$ cat config.mk
export PLATFORM = sky130hd
export DESIGN_NAME = telemetry_uart_tx
export DESIGN_NICKNAME = d
export VERILOG_FILES = /design/src/rtl/telemetry_uart_tx.sv
export SDC_FILE = /design/constraint.sdc
export NUM_CORES = 1
export LEC_CHECK = 0
export BUFFER_PORTS_ARGS = -buffer_cell sky130_fd_sc_hd__buf_2
export CORE_AREA = 2 2 93 95
export DETAILED_ROUTE_END_ITERATION = 6
export DIE_AREA = 0 0 95 97
export PLACE_DENSITY = 0.69
export SLEW_MARGIN = 20
export SYNTH_ARGS = -nofsm -noshare
export SYNTH_HDL_FRONTEND = slang
export SYNTH_SLANG_ARGS = --single-unit
$ cat constraint.sdc
create_clock -name clock -period 3.7 [get_ports clock]
set_clock_uncertainty 0.05 [all_clocks]
set_input_delay 0.74 -clock clock [delete_from_list [all_inputs] [get_ports clock]]
set_output_delay 0.74 -clock clock [all_outputs]
set_load 0.05 [all_outputs]
$ cat src/rtl/telemetry_uart_tx.sv
// ----------------------------------------------------------------------------
// telemetry_uart_tx
//
// Sends one 11-byte telemetry frame over an 8N1 UART line when asked. The
// frame is:
//   A5, roll hi/lo, pitch hi/lo, yaw hi/lo, motor hi/lo, status, checksum
// Each 10-bit signed field goes out as a sign-extended high byte
// {sign x6, v[9:8]} followed by the low byte v[7:0]. The checksum is the XOR
// of the ten bytes before it. Bytes are sent back-to-back with no idle gap.
//
// Parameters
//   CLK_HZ      input clock frequency in Hz
//   BAUD        serial bit rate; DIVISOR = CLK_HZ / BAUD clocks per bit (>= 2)
//
// Ports
//   clock       sole clock, rising edge
//   reset       asynchronous active-high reset
//   send        request one frame; only honoured while busy is low
//   mpu_roll    signed 10-bit roll
//   mpu_pitch   signed 10-bit pitch
//   mpu_yaw     signed 10-bit yaw
//   motor_speed signed 10-bit motor speed
//   status      8-bit status flags, sent verbatim
//   tx          UART serial out (idles high)
//   busy        high while a frame is in flight
//   done        one-cycle pulse when the final stop bit has completed
// ----------------------------------------------------------------------------
module telemetry_uart_tx #(
    parameter int unsigned CLK_HZ = 100_000_000,
    parameter int unsigned BAUD   = 115_200
) (
    input  logic       clock,
    input  logic       reset,
    input  logic       send,
    input  logic [9:0] mpu_roll,
    input  logic [9:0] mpu_pitch,
    input  logic [9:0] mpu_yaw,
    input  logic [9:0] motor_speed,
    input  logic [7:0] status,
    output logic       tx,
    output logic       busy,
    output logic       done
);

    localparam int unsigned DIVISOR = CLK_HZ / BAUD;
    localparam int unsigned CntW    = (DIVISOR > 1) ? $clog2(DIVISOR) : 1;
    localparam logic [CntW-1:0] CntMax = CntW'(DIVISOR - 1);

    localparam logic [7:0] SyncByte = 8'hA5;
    localparam logic [3:0] LastByte = 4'd10;

    localparam logic [1:0] StIdle  = 2'd0;
    localparam logic [1:0] StStart = 2'd1;
    localparam logic [1:0] StData  = 2'd2;
    localparam logic [1:0] StStop  = 2'd3;

    logic [1:0]      state_q, state_d;
    logic [CntW-1:0] cnt_q, cnt_d;
    logic [2:0]      bit_idx_q, bit_idx_d;
    logic [3:0]      byte_idx_q, byte_idx_d;
    logic            done_q, done_d;

    // Field snapshot taken on the accepting edge.
    logic [9:0] roll_q, pitch_q, yaw_q, motor_q;
    logic [7:0] status_q;

    logic       accept;
    logic       bit_end;
    logic [7:0] frame_byte;
    logic [7:0] checksum;

    function automatic logic [7:0] hi_byte(input logic [9:0] v);
        return {{6{v[9]}}, v[9:8]};
    endfunction

    assign accept  = (state_q == StIdle) && send;
    assign bit_end = (cnt_q == CntMax);

    // ------------------------------------------------------------------
    // Field capture
    // ------------------------------------------------------------------
    always_ff @(posedge clock or posedge reset) begin
        if (reset) begin
            roll_q   <= '0;
            pitch_q  <= '0;
            yaw_q    <= '0;
            motor_q  <= '0;
            status_q <= '0;
        end else if (accept) begin
            roll_q   <= mpu_roll;
            pitch_q  <= mpu_pitch;
            yaw_q    <= mpu_yaw;
            motor_q  <= motor_speed;
            status_q <= status;
        end
    end

    // ------------------------------------------------------------------
    // Frame byte selection and checksum
    // ------------------------------------------------------------------
    assign checksum = SyncByte
                    ^ hi_byte(roll_q)  ^ roll_q[7:0]
                    ^ hi_byte(pitch_q) ^ pitch_q[7:0]
                    ^ hi_byte(yaw_q)   ^ yaw_q[7:0]
                    ^ hi_byte(motor_q) ^ motor_q[7:0]
                    ^ status_q;

    always_comb begin
        frame_byte = checksum;
        case (byte_idx_q)
            4'd0:    frame_byte = SyncByte;
            4'd1:    frame_byte = hi_byte(roll_q);
            4'd2:    frame_byte = roll_q[7:0];
            4'd3:    frame_byte = hi_byte(pitch_q);
            4'd4:    frame_byte = pitch_q[7:0];
            4'd5:    frame_byte = hi_byte(yaw_q);
            4'd6:    frame_byte = yaw_q[7:0];
            4'd7:    frame_byte = hi_byte(motor_q);
            4'd8:    frame_byte = motor_q[7:0];
            4'd9:    frame_byte = status_q;
            default: frame_byte = checksum;
        endcase
    end

    // ------------------------------------------------------------------
    // Bit/byte sequencing
    // ------------------------------------------------------------------
    always_comb begin
        state_d    = state_q;
        cnt_d      = cnt_q;
        bit_idx_d  = bit_idx_q;
        byte_idx_d = byte_idx_q;
        done_d     = 1'b0;
        case (state_q)
            StIdle: begin
                if (send) begin
                    state_d    = StStart;
                    cnt_d      = '0;
                    bit_idx_d  = '0;
                    byte_idx_d = '0;
                end
            end
            StStart: begin
                if (bit_end) begin
                    state_d   = StData;
                    cnt_d     = '0;
                    bit_idx_d = '0;
                end else begin
                    cnt_d = cnt_q + 1'b1;
                end
            end
            StData: begin
                if (bit_end) begin
                    cnt_d = '0;
                    if (bit_idx_q == 3'd7) begin
                        state_d   = StStop;
                        bit_idx_d = '0;
                    end else begin
                        bit_idx_d = bit_idx_q + 3'd1;
                    end
                end else begin
                    cnt_d = cnt_q + 1'b1;
                end
            end
            StStop: begin
                if (bit_end) begin
                    cnt_d = '0;
                    if (byte_idx_q == LastByte) begin
                        // Registered done lands on the same cycle busy drops.
                        state_d    = StIdle;
                        byte_idx_d = '0;
                        done_d     = 1'b1;
                    end else begin
                        state_d    = StStart;
                        byte_idx_d = byte_idx_q + 4'd1;
                    end
                end else begin
                    cnt_d = cnt_q + 1'b1;
                end
            end
            default: begin
                state_d    = StIdle;
                cnt_d      = '0;
                bit_idx_d  = '0;
                byte_idx_d = '0;
            end
        endcase
    end

    always_ff @(posedge clock or posedge reset) begin
        if (reset) begin
            state_q    <= StIdle;
            cnt_q      <= '0;
            bit_idx_q  <= '0;
            byte_idx_q <= '0;
            done_q     <= 1'b0;
        end else begin
            state_q    <= state_d;
            cnt_q      <= cnt_d;
            bit_idx_q  <= bit_idx_d;
            byte_idx_q <= byte_idx_d;
            done_q     <= done_d;
        end
    end

    // ------------------------------------------------------------------
    // Outputs: decoded straight from state so reset forces tx high at once.
    // ------------------------------------------------------------------
    always_comb begin
        tx = 1'b1;
        case (state_q)
            StStart: tx = 1'b0;
            StData:  tx = frame_byte[bit_idx_q];
            default: tx = 1'b1;
        endcase
    end

    assign busy = (state_q != StIdle);
    assign done = done_q;

endmodule

==> impl_metrics.env, run 1 <==
export IMPL_final_max_slew_viol_count=0
export IMPL_synth_xor_area_frac=0.1063
export IMPL_cts_max_level=3
export IMPL_final_area_sq_mm=0.004541
export IMPL_maxCapViolCount=0
export IMPL_pwr_share_comb=0.498
export IMPL_startpoint_type="register"
export IMPL_rows=33
export IMPL_cts_made_buffers=9
export IMPL_track_usage=0.1891
export IMPL_synth_area_sq_mm=0.003991
export IMPL_ys_warn_count=0
export IMPL_start_util=0.4907
export IMPL_clkTransAtPathRegs_ns=0.07
export IMPL_dp_hpwl_um=5813
export IMPL_gp_congestion=0.9019
export IMPL_async_flop_share=1.000
export IMPL_power_uw=3873
export IMPL_arrival_ns=2.74
export IMPL_syn_nets=427
export IMPL_p_clk_frac=0.140
export IMPL_num_vias=2880
export IMPL_ys_flop_type="dfrtp_1"
export IMPL_die_area_sq_mm=0.009215
export IMPL_hp_class="input pin to asynchronous set/reset pin"
export IMPL_rsz0062_at_grt="false"
export IMPL_power_density_mw_per_mm2=853.1
export IMPL_timing_final_ws_setup_ns=0.1705
export IMPL_worstPathRequired_ns=2.91
export IMPL_post_cts_buffers=0
export IMPL_io_pins=54
export IMPL_diodes=0
export IMPL_synth_seq_cells=68
export IMPL_path_class="register to primary output"
export IMPL_grt_max_degree=30
export IMPL_tns_ns=0
export IMPL_pwr_share_seq=0.362
export IMPL_fmax_ghz=0.2833
export IMPL_ys_types=54
export IMPL_clkLatencyLatePin_ns=0.35
export IMPL_p_int_uw=2421
export IMPL_finalSetupViolations=0
export IMPL_grt_first_pass_wirelength_um=13760
export IMPL_p_sw_uw=1452
export IMPL_drive_gt1_frac=0.3435
export IMPL_die_w_um=95
export IMPL_yosysTopAreaCell="dfrtp_1"
export IMPL_drt_pre_antenna_iters=5
export IMPL_core_area_sq_mm=0.008134
export IMPL_drc=0
export IMPL_root_buffer="clkbuf_8"
export IMPL_irDropWorstVdd_uv=404.8
export IMPL_die_y_um=97
export IMPL_hold_viol_final=0
export IMPL_seq_area_frac_synth=0.4263
export IMPL_synth_edff_count=0
export IMPL_final_min_clock_period_ns=3.530
export IMPL_cts_sinks=68
export IMPL_synth_cells=368
export IMPL_relSlewSlack=0.5735
export IMPL_critPathMaxFanout=14
export IMPL_antenna_found_initial=0
export IMPL_pre_cts_ws_ns=0.3766
export IMPL_wl_per_cell_um=15.20
export IMPL_drt_iter0_drc=125
export IMPL_synth_fa_ha_area_frac=0.02508
export IMPL_cts_tree="yes"
export IMPL_nets=480
export IMPL_swShare=0.3749
export IMPL_port_buffers=53
export IMPL_synth_area_leaders="dfrtp_1, mux2_2, xnor2_1, o21ai_0, nand2_1"
export IMPL_status="finished, final reports clean"
export IMPL_antenna_left=0
export IMPL_synth_top_cell_area_share=0.4263
export IMPL_overflow=0
export IMPL_grt_pass1_vias=2907
export IMPL_syn_avg_cell_area_sq_um=10.85
export IMPL_synth_simple_area_share=0.1157
export IMPL_p_leak_uw=0.001944
export IMPL_worst_slew_pin_slew_ns=0.6388
export IMPL_cts_path_max_buffers=2
export IMPL_muxShareOfSynthArea=0.1840
export IMPL_placed_cell_area_sq_mm=0.004352
export IMPL_synth_compound_area_frac=0.1094
export IMPL_synth_top_family_by_area="multiplexers"
export IMPL_areaGrowthSynthToFinish_pct=13.76
export IMPL_finalWirelength_um=8055
export IMPL_finalCritPeriodShare=0.9539
export IMPL_avgViaCountPerCell=5.434
export IMPL_end_kind="primary output"
registers in the layout, indices dropped and copies added (netlist names):
| register | cells |
|---|---|
| roll_q | 10 |
| status_q | 8 |
| motor_q | 10 |
| state_q | 2 |
| cnt_q | 10 |
| yaw_q | 10 |
| pitch_q | 10 |
| done | 1 |
| bit_idx_q | 3 |
| byte_idx_q | 4 |
stage by stage:
stage,hold slack (ns),util,instances
after floorplan,0.4233,-,368
after global placement,0.4471,0.5350,515
after detailed placement,0.4561,0.5350,515
after CTS,0.4372,0.5559,530
after global routing,0.4750,0.5582,530
final,0.4225,0.5582,530
power groups by stage:
stage          Sequential [uW]  Clock, uW  Combinational, uW
6_report                  1400        544               1930
4_1_cts                   1400        561               1950
2_1_floorplan             1300          0               1680
3_3_place_gp              1400          0               1900
3_5_place_dp              1410          0               1940
5_1_grt                   1450        594               2140
path summary, 6_finish.rpt:
path                                             end                      start  cells after the start  slack [ns]
max in group asynchronous  byte_idx_q[3]$_DFFE_PP0P_                      reset                      3        2.45
setup / recovery                                  tx  byte_idx_q[0]$_DFFE_PP0P_                      8        0.17
setup reg to reg                yaw_q[8]$_DFFE_PP0P_     state_q[0]$_DFFE_PP0P_                      5        1.48
hold / removal                 roll_q[9]$_DFFE_PP0P_                      reset                      2        0.42
hold reg to reg                 cnt_q[8]$_DFFE_PP0P_       cnt_q[8]$_DFFE_PP0P_                      1        0.47
min in group clock              cnt_q[8]$_DFFE_PP0P_       cnt_q[8]$_DFFE_PP0P_                      1        0.47
Yosys cell counts (4+ instances only):
cell,number
ha_1,8
and3_1,4
dfrtp_1,68
xor2_1,6
mux2i_1,10
nand4_1,4
nor2_1,19
nand3_1,14
nand2_1,28
a2111oi_0,5
a21oi_1,9
o21ai_0,23
clkbuf_1,6
inv_1,9
buf_2,7
mux2_2,55
xnor2_1,31
o31ai_1,7
cells by family (layout without fill, tap and decap cells):
kind of cell	after synthesis	count (layout)
AOI/OAI and AO/OA	66	66
xor gates and xnor gates	42	42
adders and majority gates	8	8
buffers and inverters	28	85
DFF	68	68
muxes	66	66
and+or+nand+nor	90	90
area by class of cell:
| class | instances | area (sq um) |
|---|---|---|
| clock buffers | 13 | 158.9 |
| fillers | 708 | 3593 |
| inverters | 9 | 33.78 |
| repair buffers | 61 | 325.3 |
| flip-flops and latches | 68 | 1705 |
| multi-input cells | 272 | 2176 |
| well taps | 105 | 131.4 |
| clock inverters | 2 | 10.01 |
per-layer routing:
metal / GRT usage / vias to the layer above / wire length [um]
li1: - / 1427 / -
met1: 0.2530 / 1394 / 3793
met2: 0.2930 / 49 / 3830
met4: 0.06800 / 0 / 104
met5: 0 / - / 0
met3: 0.05140 / 10 / 326
worst max-delay path: stages (launching register included):
cell      delay, ns
dfrtp_1        0.68
or3b_2         0.50
o22ai_2        0.23
a21oi_1        0.07
o211ai_1       0.11
a311o_1        0.18
o211ai_1       0.09
o22ai_1        0.22
buf_2          0.31
cells in the final DEF, fill, tap and decap left out, types with 4 or more instances in the layout:
cell | netlist | layout
xor2_1 | 6 | 6
a21oi_1 | 9 | 9
o31ai_1 | 7 | 7
and3_1 | 4 | 4
nand2_1 | 28 | 27
buf_2 | 7 | 53
o21ai_0 | 23 | 23
buf_4 | 3 | 8
mux2i_1 | 10 | 10
mux2_2 | 55 | 55
inv_1 | 9 | 8
xnor2_1 | 31 | 31
a2111oi_0 | 5 | 4
nand3_1 | 14 | 14
nand4_1 | 4 | 4
dfrtp_1 | 68 | 65
ha_1 | 8 | 8
clkbuf_8 | 0 | 11
nor2_1 | 19 | 18
timing repair:
item	4_1_cts	5_1_grt
gates resized for setup	1	6
hold buffers	0	0
endpoints found under the setup margin	1	1
Power figures use the tool's default switching activity.
==> run 2: changes to the inputs <==
--- a/config.mk
+++ b/config.mk
@@ -7,4 +7,5 @@
 export LEC_CHECK = 0
 export BUFFER_PORTS_ARGS = -buffer_cell sky130_fd_sc_hd__buf_2
+export CAP_MARGIN = 15
 export CORE_AREA = 2 2 93 95
 export DETAILED_ROUTE_END_ITERATION = 6
--- a/constraint.sdc
+++ b/constraint.sdc
@@ -3,3 +3,3 @@
 set_input_delay 0.74 -clock clock [delete_from_list [all_inputs] [get_ports clock]]
 set_output_delay 0.74 -clock clock [all_outputs]
-set_load 0.05 [all_outputs]
+set_load 0.01 [all_outputs]
==> impl_metrics.env, run 2 (synthesis results as in run 1) <==
export IMPL_power_density_mw_per_mm2=857.1
export IMPL_rows=33
export IMPL_tns_ns=0
export IMPL_grt_first_pass_wirelength_um=14500
export IMPL_placed_cell_area_sq_mm=0.004344
export IMPL_maxCapViolCount=0
export IMPL_p_int_uw=2435
export IMPL_final_cells=528
export IMPL_p_sw_uw=1447
export IMPL_cts_tree="yes"
export IMPL_antenna_found_initial=0
export IMPL_wl_per_cell_um=15.66
export IMPL_io_pins=54
export IMPL_final_max_slew_viol_count=0
export IMPL_areaGrowthSynthToFinish_pct=13.48
export IMPL_hp_class="input pin to asynchronous set/reset pin"
export IMPL_p_leak_uw=0.001940
export IMPL_root_buffer="clkbuf_8"
export IMPL_status="finished, final reports clean"
export IMPL_pwr_share_seq=0.361
export IMPL_swShare=0.3728
export IMPL_fmax_ghz=0.2933
export IMPL_timing_final_ws_setup_ns=0.2904
export IMPL_irDropWorstVdd_uv=410.7
export IMPL_power_uw=3882
export IMPL_dp_hpwl_um=6051
export IMPL_critPathMaxFanout=20
export IMPL_num_vias=2925
export IMPL_die_w_um=95
export IMPL_die_y_um=97
export IMPL_worst_slew_pin_slew_ns=0.6037
export IMPL_startpoint_type="register"
export IMPL_diodes=0
export IMPL_relSlewSlack=0.5969
export IMPL_arrival_ns=2.62
export IMPL_drt_iter0_drc=256
export IMPL_hold_viol_final=0
export IMPL_cts_sinks=68
export IMPL_pre_cts_ws_ns=0.5781
export IMPL_p_clk_frac=0.145
export IMPL_track_usage=0.1983
export IMPL_pwr_share_comb=0.495
export IMPL_grt_pass1_vias=3102
export IMPL_avgViaCountPerCell=5.540
export IMPL_drt_pre_antenna_iters=7
export IMPL_final_cell_mix="dfrtp_1, mux2_2, buf_2"
export IMPL_overflow=0
export IMPL_worstPathRequired_ns=2.91
export IMPL_nets=479
export IMPL_grt_max_degree=30
export IMPL_drc=0
export IMPL_cts_made_buffers=9
export IMPL_final_area_sq_mm=0.004529
export IMPL_dp_cells=514
export IMPL_clkTransAtPathRegs_ns=0.07
export IMPL_finalSetupViolations=0
export IMPL_antenna_left=0
export IMPL_final_min_clock_period_ns=3.410
export IMPL_rsz0062_at_grt="false"
export IMPL_finalCritPeriodShare=0.9215
export IMPL_start_util=0.4907
export IMPL_drive_gt1_frac=0.3404
export IMPL_gp_congestion=0.9322
export IMPL_die_area_sq_mm=0.009215
export IMPL_path_class="register to primary output"
export IMPL_cts_max_level=3
export IMPL_finalWirelength_um=8271
export IMPL_cts_path_max_buffers=2
export IMPL_final_common_cell="dfrtp_1"
export IMPL_port_buffers=53
export IMPL_clkLatencyLatePin_ns=0.35
export IMPL_end_kind="primary output"
export IMPL_core_area_sq_mm=0.008134
-- run 2: final cells by class --
class                   count  area [sq um]
clock inverters             2         10.01
clock buffers              12         165.2
fillers                   699          3605
well taps                 105         131.4
inverters                   9         33.78
flip-flops and latches     68          1705
multi-input cells         272          2166
repair buffers             60         317.8
-- run 2: worst max-delay path, stage by stage, from the launching register on --
cell and delay, ns:
dfrtp_2 0.52, buf_4 0.25, a21oi_1 0.14, a2111oi_0 0.07, a2111oi_0 0.40, o21ai_0 0.18, o211a_1 0.18, a311oi_2 0.26
o22ai_1 0.12, buf_2 0.16
-- run 2: worst paths after layout --
check,end,depth (start not counted),from,slack [ns]
max,tx,9,byte_idx_q[2]$_DFFE_PP0P_,0.29
min,pitch_q[9]$_DFFE_PP0P_,2,reset,0.40
max reg2reg,yaw_q[6]$_DFFE_PP0P_,5,state_q[0]$_DFFE_PP0P_,1.44
min reg2reg,cnt_q[8]$_DFFE_PP0P_,1,cnt_q[8]$_DFFE_PP0P_,0.48
max in group asynchronous,pitch_q[3]$_DFFE_PP0P_,3,reset,2.46
min in group clock,cnt_q[8]$_DFFE_PP0P_,1,cnt_q[8]$_DFFE_PP0P_,0.48
-- run 2: metrics by stage --
stage               utilization  hold WS (ns)
floorplan                     -        0.4233
global placement         0.5341        0.4485
detailed placement       0.5341        0.4562
CTS                      0.5556        0.4279
global route             0.5568        0.4650
finish                   0.5568        0.4025
-- run 2: power groups by stage --
stage,clock [uW],combinational [uW],sequential [uW]
final,562,1920,1400
after global routing,610,2120,1450
after floorplan,0,1630,1300
after CTS,575,1920,1400
after detailed placement,0,1910,1410
after global placement,0,1880,1410
-- run 2: routing by layer --
metal,share of wire,vias up,track usage
met5,0,-,0
met4,0.019,0,0.08250
met3,0.040,14,0.04206
met2,0.48,70,0.3050
met1,0.46,1425,0.2705
li1,-,1416,-
-- run 2: repair_timing --
| item | CTS | global route |
|---|---|---|
| hold buffers | 0 | 0 |
| endpoints found under the setup margin | 0 | 1 |
| setup buffers | 0 | 0 |
| gates resized for setup | 0 | 5 |
